--- config.mk ---
export PLATFORM = sky130hd
export DESIGN_NAME = nfc_atom_command_sync_sender
export DESIGN_NICKNAME = d
export VERILOG_FILES = /design/src/rtl/nfc_acs_pkg.sv /design/src/rtl/nfc_timing_counter.sv /design/src/rtl/nfc_atom_command_sync_sender.sv
export SDC_FILE = /design/constraint.sdc
export NUM_CORES = 1
export LEC_CHECK = 0
export ABC_AREA = 1
export CORE_MARGIN = 2
export CORE_UTILIZATION = 30
export DETAILED_ROUTE_END_ITERATION = 6
export MAX_ROUTING_LAYER = met4
export PLACE_DENSITY = 0.56
export SYNTH_ARGS = -nofsm -noshare
export SYNTH_HDL_FRONTEND = slang
export SYNTH_SLANG_ARGS = --single-unit
--- constraint.sdc ---
create_clock -name iSystemClock -period 6 [get_ports iSystemClock]
set_clock_uncertainty 0.2 [all_clocks]
set_input_delay 1.2 -clock iSystemClock [delete_from_list [all_inputs] [get_ports iSystemClock]]
set_output_delay 1.2 -clock iSystemClock [all_outputs]
set_load 0.05 [all_outputs]
--- src/rtl/nfc_acs_pkg.sv ---
// Shared constants for the atom command/address sender: state encoding,
// ACG bus bit position, address byte limit and default NAND bus timing.
package nfc_acs_pkg;

    localparam int ACG_CMD_BIT    = 3;
    localparam int MAX_ADDR_BYTES = 5;

    localparam int DEF_TCS = 2;
    localparam int DEF_TWP = 2;
    localparam int DEF_TWH = 2;
    localparam int DEF_TCH = 2;

    localparam int STATE_W = 6;
    localparam logic [STATE_W-1:0] ST_IDLE   = 6'b000001;
    localparam logic [STATE_W-1:0] ST_SETUP  = 6'b000010;
    localparam logic [STATE_W-1:0] ST_WELOW  = 6'b000100;
    localparam logic [STATE_W-1:0] ST_WEHIGH = 6'b001000;
    localparam logic [STATE_W-1:0] ST_HOLD   = 6'b010000;
    localparam logic [STATE_W-1:0] ST_DONE   = 6'b100000;

    // Address requests beyond the byte limit saturate rather than wrap.
    function automatic logic [2:0] byte_count(input logic ca_select,
                                              input logic [15:0] num_of_data);
        if (ca_select)
            return 3'd1;
        if (num_of_data >= 16'(MAX_ADDR_BYTES - 1))
            return 3'(MAX_ADDR_BYTES);
        return num_of_data[2:0] + 3'd1;
    endfunction

    function automatic int max4(input int a, input int b, input int c, input int d);
        int m;
        m = a;
        if (b > m) m = b;
        if (c > m) m = c;
        if (d > m) m = d;
        return m;
    endfunction

endpackage

--- src/rtl/nfc_timing_counter.sv ---
// Loadable down-counter; tc is high once the loaded phase length has elapsed.
module nfc_timing_counter #(
    parameter int WIDTH = 2
) (
    input  logic             clock,
    input  logic             reset,
    input  logic             load,
    input  logic [WIDTH-1:0] load_value,
    output logic             tc
);

    logic [WIDTH-1:0] count;

    always_ff @(posedge clock or posedge reset) begin
        if (reset)
            count <= '0;
        else if (load)
            count <= load_value;
        else if (count != '0)
            count <= count - 1'b1;
    end

    assign tc = (count == '0);

endmodule

--- src/rtl/nfc_atom_command_sync_sender.sv ---
// Turns one command/address request into NAND CLE/ALE latch cycles with
// programmable setup, WE_n low/high and hold timing.
//
// state  | meaning
// IDLE   | ready, waiting for start
// SETUP  | CE_n/CLE/ALE/DQ set up before first WE_n fall
// WELOW  | WE_n low, DQ stable
// WEHIGH | WE_n high, NAND latches byte on rise
// HOLD   | hold after last WE_n rise, pins still asserted
// DONE   | pins released, LastStep pulse
module nfc_atom_command_sync_sender
    import nfc_acs_pkg::*;
#(
    parameter int NumberOfWays = 4,
    parameter int TCS          = DEF_TCS,
    parameter int TWP          = DEF_TWP,
    parameter int TWH          = DEF_TWH,
    parameter int TCH          = DEF_TCH
) (
    input  logic                    iSystemClock,
    input  logic                    iReset,
    input  logic                    iStart,
    output logic                    oReady,
    output logic                    oLastStep,
    input  logic [NumberOfWays-1:0] iTargetWay,
    input  logic                    iCASelect,
    input  logic [39:0]             iCAData,
    input  logic [15:0]             iNumOfData,
    output logic [7:0]              oDQ,
    output logic                    oDQOutEnable,
    output logic                    oCLE,
    output logic                    oALE,
    output logic                    oWE_n,
    output logic [NumberOfWays-1:0] oCE_n
);

    localparam int CNT_W = $clog2(max4(TCS, TWP, TWH, TCH)) + 1;

    logic [STATE_W-1:0]      state, state_nxt;
    logic [NumberOfWays-1:0] way, way_nxt;
    logic                    ca_sel, ca_sel_nxt;
    logic [39:0]             data, data_nxt;
    logic [2:0]              bytes_left, bytes_left_nxt;
    logic                    cnt_load;
    logic [CNT_W-1:0]        cnt_value;
    logic                    cnt_tc;
    logic                    active_nxt;

    nfc_timing_counter #(.WIDTH(CNT_W)) u_timer (
        .clock      (iSystemClock),
        .reset      (iReset),
        .load       (cnt_load),
        .load_value (cnt_value),
        .tc         (cnt_tc)
    );

    always_comb begin
        state_nxt      = state;
        way_nxt        = way;
        ca_sel_nxt     = ca_sel;
        data_nxt       = data;
        bytes_left_nxt = bytes_left;
        cnt_load       = 1'b0;
        cnt_value      = '0;
        case (state)
            ST_IDLE: if (iStart) begin
                state_nxt      = ST_SETUP;
                way_nxt        = iTargetWay;
                ca_sel_nxt     = iCASelect;
                data_nxt       = iCAData;
                bytes_left_nxt = byte_count(iCASelect, iNumOfData);
                cnt_load       = 1'b1;
                cnt_value      = CNT_W'(TCS - 1);
            end
            ST_SETUP: if (cnt_tc) begin
                state_nxt = ST_WELOW;
                cnt_load  = 1'b1;
                cnt_value = CNT_W'(TWP - 1);
            end
            ST_WELOW: if (cnt_tc) begin
                state_nxt = ST_WEHIGH;
                cnt_load  = 1'b1;
                cnt_value = CNT_W'(TWH - 1);
            end
            // The last byte stays on DQ through HOLD, so only shift when another follows.
            ST_WEHIGH: if (cnt_tc) begin
                cnt_load = 1'b1;
                if (bytes_left > 3'd1) begin
                    state_nxt      = ST_WELOW;
                    data_nxt       = {data[31:0], 8'h00};
                    bytes_left_nxt = bytes_left - 3'd1;
                    cnt_value      = CNT_W'(TWP - 1);
                end else begin
                    state_nxt = ST_HOLD;
                    cnt_value = CNT_W'(TCH - 1);
                end
            end
            ST_HOLD:  if (cnt_tc) state_nxt = ST_DONE;
            ST_DONE:  state_nxt = ST_IDLE;
            default:  state_nxt = ST_IDLE;
        endcase
    end

    assign active_nxt = (state_nxt == ST_SETUP) || (state_nxt == ST_WELOW) ||
                        (state_nxt == ST_WEHIGH) || (state_nxt == ST_HOLD);

    // Pins are computed from the next state so every output leaves a flop.
    always_ff @(posedge iSystemClock or posedge iReset) begin
        if (iReset) begin
            state        <= ST_IDLE;
            way          <= '0;
            ca_sel       <= 1'b0;
            data         <= '0;
            bytes_left   <= '0;
            oReady       <= 1'b1;
            oLastStep    <= 1'b0;
            oDQ          <= 8'h00;
            oDQOutEnable <= 1'b0;
            oCLE         <= 1'b0;
            oALE         <= 1'b0;
            oWE_n        <= 1'b1;
            oCE_n        <= '1;
        end else begin
            state        <= state_nxt;
            way          <= way_nxt;
            ca_sel       <= ca_sel_nxt;
            data         <= data_nxt;
            bytes_left   <= bytes_left_nxt;
            oReady       <= (state_nxt == ST_IDLE);
            oLastStep    <= (state_nxt == ST_DONE);
            oDQ          <= active_nxt ? data_nxt[39:32] : 8'h00;
            oDQOutEnable <= active_nxt;
            oCLE         <= active_nxt & ca_sel_nxt;
            oALE         <= active_nxt & ~ca_sel_nxt;
            oWE_n        <= (state_nxt != ST_WELOW);
            oCE_n        <= active_nxt ? ~way_nxt : '1;
        end
    end

endmodule

==> results of run 1 <==
## metrics by stage
step / setup WS [ns] / hold WS, ns
4_1_cts: 2.866 / 0.2782
2_1_floorplan: 2.730 / 0.2384
5_1_grt: 2.697 / 0.2944
3_5_place_dp: 2.498 / 0.2582
6_report: 2.900 / 0.2747
3_3_place_gp: 2.571 / 0.2510
## power by group through the flow
stage                     clock network [mW]  registers (mW)  logic (mW)
after global routing                   0.419           0.804       0.894
final                                  0.384           0.784       0.796
after floorplan                            0           0.911       0.478
after CTS                              0.399           0.785       0.811
after global placement                     0           0.790       0.794
after detailed placement                   0           0.793       0.808
## worst min-delay path, cell delays in order (launching register included)
cell     delay (ns)
dfrtp_1        0.35
nand2_1        0.05
nand2_1        0.04
## state kept, by name (all words and copies together), names as in the netlist
| register | cells |
|---|---|
| state | 6 |
| ca_sel | 1 |
| oWE_n | 1 |
| oALE | 1 |
| oDQOutEnable | 1 |
| bytes_left | 3 |
| oCLE | 1 |
| oReady | 1 |
| oDQ | 8 |
| data | 40 |
| way | 4 |
| u_timer.count | 2 |
| oCE_n | 4 |
| oLastStep | 1 |
## Yosys cell counts, types with 2 or more instances
cell type / number / area (um2)
inv_2: 4 / 15.01
nor4_1: 2 / 12.51
dfrtp_1: 67 / 1677
clkbuf_1: 6 / 22.52
dfstp_2: 7 / 183.9
nor3_1: 2 / 10.01
a21oi_1: 3 / 15.01
nand2_1: 117 / 439.2
nand3_1: 6 / 30.03
o22ai_1: 2 / 12.51
nor2_2: 3 / 18.77
nor2_1: 20 / 75.07
nand3_2: 10 / 100.1
inv_1: 29 / 108.9
o21ai_0: 5 / 25.02
a22o_1: 8 / 70.07
nand4_1: 4 / 25.02
buf_2: 4 / 20.02
a22oi_1: 24 / 180.2
buf_6: 2 / 22.52
ha_1: 5 / 62.56
nor2_4: 3 / 33.78
## final cells by class
type	count	area [um2]
Tap cell	140	175.2
Fill cell	1068	6372
Clock inverter	6	65.06
Sequential cell	74	1861
Clock buffer	10	127.6
Timing Repair Buffer	83	825.8
Multi-Input combinational cell	225	1241
Inverter	33	125.1
## path summary, 6_finish.rpt
| check | startpoint | endpoint | slack [ns] | cells past startpoint |
|---|---|---|---|---|
| setup / recovery | iStart | oDQ[0]$_DFF_PP0_ | 2.90 | 9 |
| hold / removal | data[16]$_DFFE_PP0P_ | data[16]$_DFFE_PP0P_ | 0.27 | 2 |
| setup reg to reg | u_timer.count[0]$_DFFE_PP0P_ | oDQ[2]$_DFF_PP0_ | 3.34 | 10 |
| hold reg to reg | data[16]$_DFFE_PP0P_ | data[16]$_DFFE_PP0P_ | 0.27 | 2 |
| max in group asynchronous | iReset | data[24]$_DFFE_PP0P_ | 3.74 | 3 |
| min in group asynchronous | iReset | oALE$_DFF_PP0_ | 1.28 | 3 |
## metal layers
layer / vias to the layer above / global-route usage (%) / wire length [um]
met5: - / - / 0
met3: 6 / 2.630 / 328
met4: 0 / 4.945 / 88
met2: 60 / 19.73 / 3233
li1: 1286 / - / -
met1: 1220 / 18.98 / 3639
## cells by family after synthesis
kind of cell    after synthesis
buf+inv                      46
flops                        74
simple gates                172
fa+ha+maj                     5
compound gates               46
xor+xnor                      2
==> flow_summary.yaml, run 1 <==
floorplan:
  ios: 82
  die_h_um: 108.9
  row_count: 38
  dieArea_um2: 11850
  die_w_um: 108.9
  coreArea_um2: 10790
  start_util_pct: 30.56
clock_network:
  post-cts-setup-buffer-count: 0
  cts_htree_levels: 3
  clk_path_buf_depth: 2
  clock-root-buffer: "clkbuf_8"
  cts_tree: "done"
  cts_hold_buf: 0
  cts_resized: 0
  cts_sinks: 74
  insertion_delay_ns: 0.33
  clkTransAtPathRegs_ns: 0.08
  cts_inserted_buffers: 9
setup_path:
  cpMostUsedCell: "inv_1"
  end_kind: "register"
  critPathBufInv: 4
  slowest_delay_ns: 0.49
  crit_path_start_kind: "input pin"
  crit_path_max_fanout: 50
  crit_chain: "clkdlybuf4s50_1 -> inv_1 -> nor2_4 -> buf_4 -> nor2_1 -> nand4_1 -> nand3_2 -> nand2_1 -> inv_1"
  cp_slowest_cell: "clkdlybuf4s50_1"
  crit_type: "in -> reg"
  critical_path_required_ns: 6.03
  cp.arrival_ns: 3.13
  crit_family: "buffers and inverters"
power:
  swShare_pct: 40.34
  cellLeakagePower_nw: 2.161
  p_clk_share_pct: 19.5
  p_int_mw: 1.172
  cellPowerDensity_nw_per_um2: 444.5
  combPwrFrac_pct: 40.5
  finalPower_mw: 1.965
  peakVddDrop_uv: 186.2
  switching_power_uw: 792.6
  seq_power_share_pct: 39.9
synth:
  synth_edf_count: 0
  syn_area_um2: 3298
  synth.distinct_cells: 34
  synth_ff_type: "dfrtp_1"
  synth_top_family_by_area: "simple AND/OR/NAND/NOR gates"
  synthMuxAreaShare_pct: 0
  synth_fa_ha_area_share_pct: 1.897
  yosys.area_share.xor_xnor_pct: 0.5311
  synth_nets: 414
  avgSynthCellArea_um2: 9.560
  synthCells: 345
  ys_warn_count: 0
  synthArstFlopShare_pct: 100.0
  yosys.area_share.simple_pct: 25.11
  ys_ff_latch: 74
  synth_compound_area_share_pct: 10.09
  ys_seq_area_share_pct: 56.41
timing:
  worst_slew_pin_slew_ns: 1.082
  fin_tns_setup_ns: 0
  maxSlewHeadroom_pct: 27.77
  fmax_mhz: 322.6
  drv_slew: 0
  fin_crit_sh_pct: 51.67
  rsz0062_at_grt: "false"
  setup_viol: 0
  hold_viol_final: 0
  timing.final.crit_period_ns: 3.100
placement:
  dp.final_hpwl_um: 4816
  gp_congestion: 0.8337
  numPortBuffers: 81
  placed_area_um2: 4228
  dp_cells: 555
finish:
  fin_area_um2: 4420
  utilization_pct: 40.96
  mostFrequentLayoutCells: "117 x nand2_1, 81 x clkdlybuf4s50_1, 67 x dfrtp_1"
  final_common_cell: "nand2_1"
  final_cells: 571
  drive_above_1_share_pct: 12.06
  num-nets-final: 495
  areaGrowthSynthToFinish_pct: 34.03
  n_antenna_cell: 0
routing:
  avgRoutedWirePerCell_um: 12.77
  vias: 2572
  via_per_inst: 4.504
  final_antenna_net_count: 0
  first_pass_iters: 4
  drc: 0
  drt_first_iter_violations: 112
  wl_um: 7289
global_route:
  grt_pass1_vias: 2531
  antenna_found_initial: 0
  grt_pass1_wl_um: 12180
  grt_max_degree: 75
  grt.overflow.total: 0
  grt_use_total_pct: 13.61
job:
  drv_cap: 0
hold_path:
  hold_path.class: "reg -> reg"
run_status:
  outcome: "finished clean"
Note: power is estimated with default switching activity, not from simulation.
==> inputs of run 2 (changes only) <==
PLACE_DENSITY = 0.58   (was 0.56)
clock period = 2.5 ns   (was 6 ns; I/O delays follow)
==> flow_summary.yaml, run 2 (synthesis results as in run 1) <==
run_status:
  outcome: "finished clean"
finish:
  drive_above_1_share_pct: 13.33
  final_common_cell: "nand2_1"
  mostFrequentLayoutCells: "117 x nand2_1, 81 x clkdlybuf4s50_1, 67 x dfrtp_1"
  utilization_pct: 41.95
  top_register: "data"
  num-nets-final: 499
  largest_register_ffs: 40
  biggestRegsByFlops: "data: 40 flops, oDQ: 8 flops, state: 6 flops"
  areaGrowthSynthToFinish_pct: 37.29
  n_antenna_cell: 0
  fin_area_um2: 4528
timing:
  setup_viol: 0
  fin_tns_setup_ns: 0
  rsz0062_at_grt: "false"
  hold_viol_final: 0
  maxSlewHeadroom_pct: 66.09
  drv_slew: 0
  timing.final.crit_period_ns: 2.358
  fmax_mhz: 424.0
  worst_slew_pin_slew_ns: 0.5071
  fin_crit_sh_pct: 94.34
global_route:
  grt_use_total_pct: 13.29
  antenna_found_initial: 0
  grt_pass1_vias: 2512
  grt.overflow.total: 0
  grt_max_degree: 66
  grt_pass1_wl_um: 11980
clock_network:
  clock-root-buffer: "clkbuf_8"
  post-cts-setup-buffer-count: 0
  cts_inserted_buffers: 9
  insertion_delay_ns: 0.34
  cts_sinks: 74
  cts_resized: 0
  clkTransAtPathRegs_ns: 0.08
  cts_hold_buf: 0
  cts_htree_levels: 3
  cts_tree: "done"
  clk_path_buf_depth: 2
floorplan:
  coreArea_um2: 10790
  dieArea_um2: 11850
  start_util_pct: 30.56
  ios: 82
  die_h_um: 108.9
  die_w_um: 108.9
  row_count: 38
routing:
  final_antenna_net_count: 0
  via_per_inst: 4.393
  drt_first_iter_violations: 108
  first_pass_iters: 4
  drc: 0
  wl_um: 7161
  avgRoutedWirePerCell_um: 12.45
  vias: 2526
setup_path:
  crit_family: "buffers and inverters"
  crit_type: "reg -> out"
  cp.arrival_ns: 1.66
  crit_path_max_fanout: 1
  slowest_delay_ns: 0.79
  crit_path_start_kind: "register"
  cp_slowest_cell: "clkdlybuf4s50_1"
  end_kind: "output pin"
  critical_path_required_ns: 1.80
  critPathBufInv: 1
  crit_chain: "clkdlybuf4s50_1"
hold_path:
  hold_path.class: "in -> async"
power:
  cellLeakagePower_nw: 2.203
  peakVddDrop_uv: 482.7
  cellPowerDensity_nw_per_um2: 1085
placement:
  placed_area_um2: 4298
  gp_congestion: 0.8486
  dp.final_hpwl_um: 5087
  numPortBuffers: 81
job:
  drv_cap: 0
[run 2: routing by layer]
metal	GRT usage [%]	up-vias	part of all wire (%)
met5	-	-	0
met4	4.396	0	1.6
met3	3.706	9	5.5
met2	19.55	64	44
met1	17.71	1162	49
li1	-	1291	-
[run 2: cell type report]
type	instances	area [um2]
clock inverters	6	90.09
multi-input cells	225	1244
clock buffers	10	137.6
fillers	1065	6265
well taps	140	175.2
inverters	33	127.6
repair buffers	87	893.4
flip-flops and latches	74	1861
[run 2: final timing paths]
path                                              start  slack [ns]  cells after the start              endpoint
max                                  oCE_n[0]$_DFF_PP1_        0.14                      1              oCE_n[0]
min                                              iReset        0.24                      2      way[0]$_DFF_PP0_
max in group asynchronous                        iReset        1.24                      3    state[0]$_DFF_PP1_
max reg2reg                u_timer.count[0]$_DFFE_PP0P_        0.27                     12      oDQ[2]$_DFF_PP0_
min reg2reg                        data[31]$_DFFE_PP0P_        0.27                      2  data[31]$_DFFE_PP0P_
min in group iSystemClock          data[31]$_DFFE_PP0P_        0.27                      2  data[31]$_DFFE_PP0P_
[run 2: metrics by stage]
stage               instances  power, mW  hold slack [ns]  setup WS (ns)
floorplan                 345      3.333           0.2384         0.5193
global placement          559      3.869           0.2496         0.2032
detailed placement        559      3.921           0.2571         0.1727
CTS                       575      4.983           0.2229         0.1118
global route              575      5.288           0.2322        0.05338
finish                    575      4.915           0.2368         0.1416
[run 2: power breakdown]
group / switching, mW / internal, mW
clock: 0.447 / 0.591
combinational: 1.25 / 0.748
sequential: 0.206 / 1.68
total: 1.90 / 3.01
==> inputs of run 3 (changes only) <==
==> constraint.sdc (replaced) <==
create_clock -name iSystemClock -period 2.5 [get_ports iSystemClock]
set_clock_uncertainty 0.2 [all_clocks]
set_input_delay 0.375 -clock iSystemClock [delete_from_list [all_inputs] [get_ports iSystemClock]]
set_output_delay 0.375 -clock iSystemClock [all_outputs]
set_load 0.05 [all_outputs]
==> flow_summary.yaml, run 3 (synthesis results as in run 1) <==
floorplan:
  dieArea_um2: 11850
  coreArea_um2: 10790
  ios: 82
  die_h_um: 108.9
  die_w_um: 108.9
  start_util_pct: 30.56
  row_count: 38
run_status:
  outcome: "finished clean"
setup_path:
  end_kind: "register"
  r2r_slack_ns: 0.20
  cp.arrival_ns: 2.34
  critical_path_required_ns: 2.54
  rr_startpoint: "u_timer.count[0]$_DFFE_PP0P_"
  crit_path_start_kind: "register"
  cp-endpoint: "oDQ[0]$_DFF_PP0_"
  crit_path_max_fanout: 41
  worstRegToRegCells: 12
  critPathLaunch: "u_timer.count[0]$_DFFE_PP0P_"
  crit_type: "reg -> reg"
  r2r_end: "oDQ[0]$_DFF_PP0_"
clock_network:
  post-cts-setup-buffer-count: 0
  cts_sinks: 74
  cts_tree: "done"
  clk_path_buf_depth: 2
  cts_resized: 0
  clkTransAtPathRegs_ns: 0.09
  insertion_delay_ns: 0.34
  clock-root-buffer: "clkbuf_8"
  cts_inserted_buffers: 9
  cts_htree_levels: 3
power:
  cellPowerDensity_nw_per_um2: 1053
  cellLeakagePower_nw: 2.189
  peakVddDrop_uv: 439.5
  finalPower_mw: 4.723
routing:
  vias: 2580
  drc: 0
  wl_um: 7145
  first_pass_iters: 4
  drt_first_iter_violations: 114
  via_per_inst: 4.479
  final_antenna_net_count: 0
  avgRoutedWirePerCell_um: 12.40
global_route:
  antenna_found_initial: 0
  grt_max_degree: 42
  grt.overflow.total: 0
  grt_pass1_vias: 2551
  grt_pass1_wl_um: 12120
  grt_use_total_pct: 13.51
finish:
  final_common_cell: "nand2_1"
  ff_latch_area_um2: 1861
  areaGrowthSynthToFinish_pct: 36.00
  multi_input_area_um2: 1241
  top_register: "data"
  fill_cells: 1070
  biggestRegsByFlops: "data: 40 flops, oDQ: 8 flops, state: 6 flops"
  largest_register_ffs: 40
  drive_above_1_share_pct: 13.30
  num-nets-final: 500
  n_antenna_cell: 0
  mostFrequentLayoutCells: "117 x nand2_1, 81 x clkdlybuf4s50_1, 67 x dfrtp_1"
timing:
  timing.final.crit_period_ns: 2.297
  rsz0062_at_grt: "false"
  fmax_mhz: 435.3
  fin_tns_setup_ns: 0
  drv_slew: 0
  worst_slew_pin_slew_ns: 0.5608
  setup_viol: 0
  hold_viol_final: 0
  fin_crit_sh_pct: 91.90
  maxSlewHeadroom_pct: 62.57
placement:
  dp.final_hpwl_um: 5037
  gp_congestion: 0.8630
  numPortBuffers: 81
hold_path:
  hold_path.class: "in -> async"
job:
  drv_cap: 0
## run 3: per-stage QoR
stage | std cells | worst slack, ns | hold WS (ns) | instance area (um2) | util [%]
finish | 576 | 0.2026 | 0.1897 | 4486 | 41.56
CTS | 576 | 0.1674 | 0.1975 | 4486 | 41.56
global route | 576 | 0.01131 | 0.2135 | 4486 | 41.56
detailed placement | 560 | 0.1819 | 0.2594 | 4303 | 39.87
floorplan | 345 | 0.05496 | 0.2384 | 3298 | -
global placement | 560 | 0.2333 | 0.2537 | 4303 | 39.87
## run 3: worst min path at each step
stage,startpoint,to,slack [ns],cells past startpoint
floorplan,way[0]$_DFF_PP0_,way[0]$_DFF_PP0_,0.24,2
global placement,data[8]$_DFFE_PP0P_,data[8]$_DFFE_PP0P_,0.25,2
detailed placement,data[15]$_DFFE_PP0P_,data[15]$_DFFE_PP0P_,0.26,2
CTS,iReset,way[3]$_DFF_PP0_,0.20,2
global route,iReset,way[3]$_DFF_PP0_,0.21,2
finish,iReset,way[3]$_DFF_PP0_,0.19,2
## run 3: final cells by class
cell class | instances | area share [%]
flip-flops and latches | 74 | 41.48
inverters | 33 | 2.789
clock buffers | 9 | 2.762
well taps | 140 | 3.905
multi-input cells | 225 | 27.67
repair buffers | 88 | 20.08
clock inverters | 7 | 1.311
## run 3: worst max-delay path, stage by stage (launching register included)
cell	delay [ns]
dfrtp_1	0.39
inv_1	0.10
ha_1	0.25
inv_2	0.08
nor2_1	0.18
nor2_1	0.10
nor3b_4	0.29
inv_2	0.08
buf_12	0.18
nand2_1	0.07
nand3_1	0.12
nand2_1	0.10
inv_1	0.04
## run 3: report_power, final
group          internal [mW]  switching (mW)
Clock                  0.373           0.473
Combinational          0.742            1.26
Sequential              1.67           0.204
Total                   2.79            1.93
## run 3: what timing repair did
item | in CTS | in global routing
hold buffers | 0 | 0
endpoints found under the setup margin | 0 | 1
endpoints found under the hold margin | 0 | 0
## run 3: layer usage
layer  GRT usage (%)  share of wire [%]
met1           17.94                 47
met2           19.69                 45
met3           4.423                6.6
met4           4.029                1.3
met5               -                  0
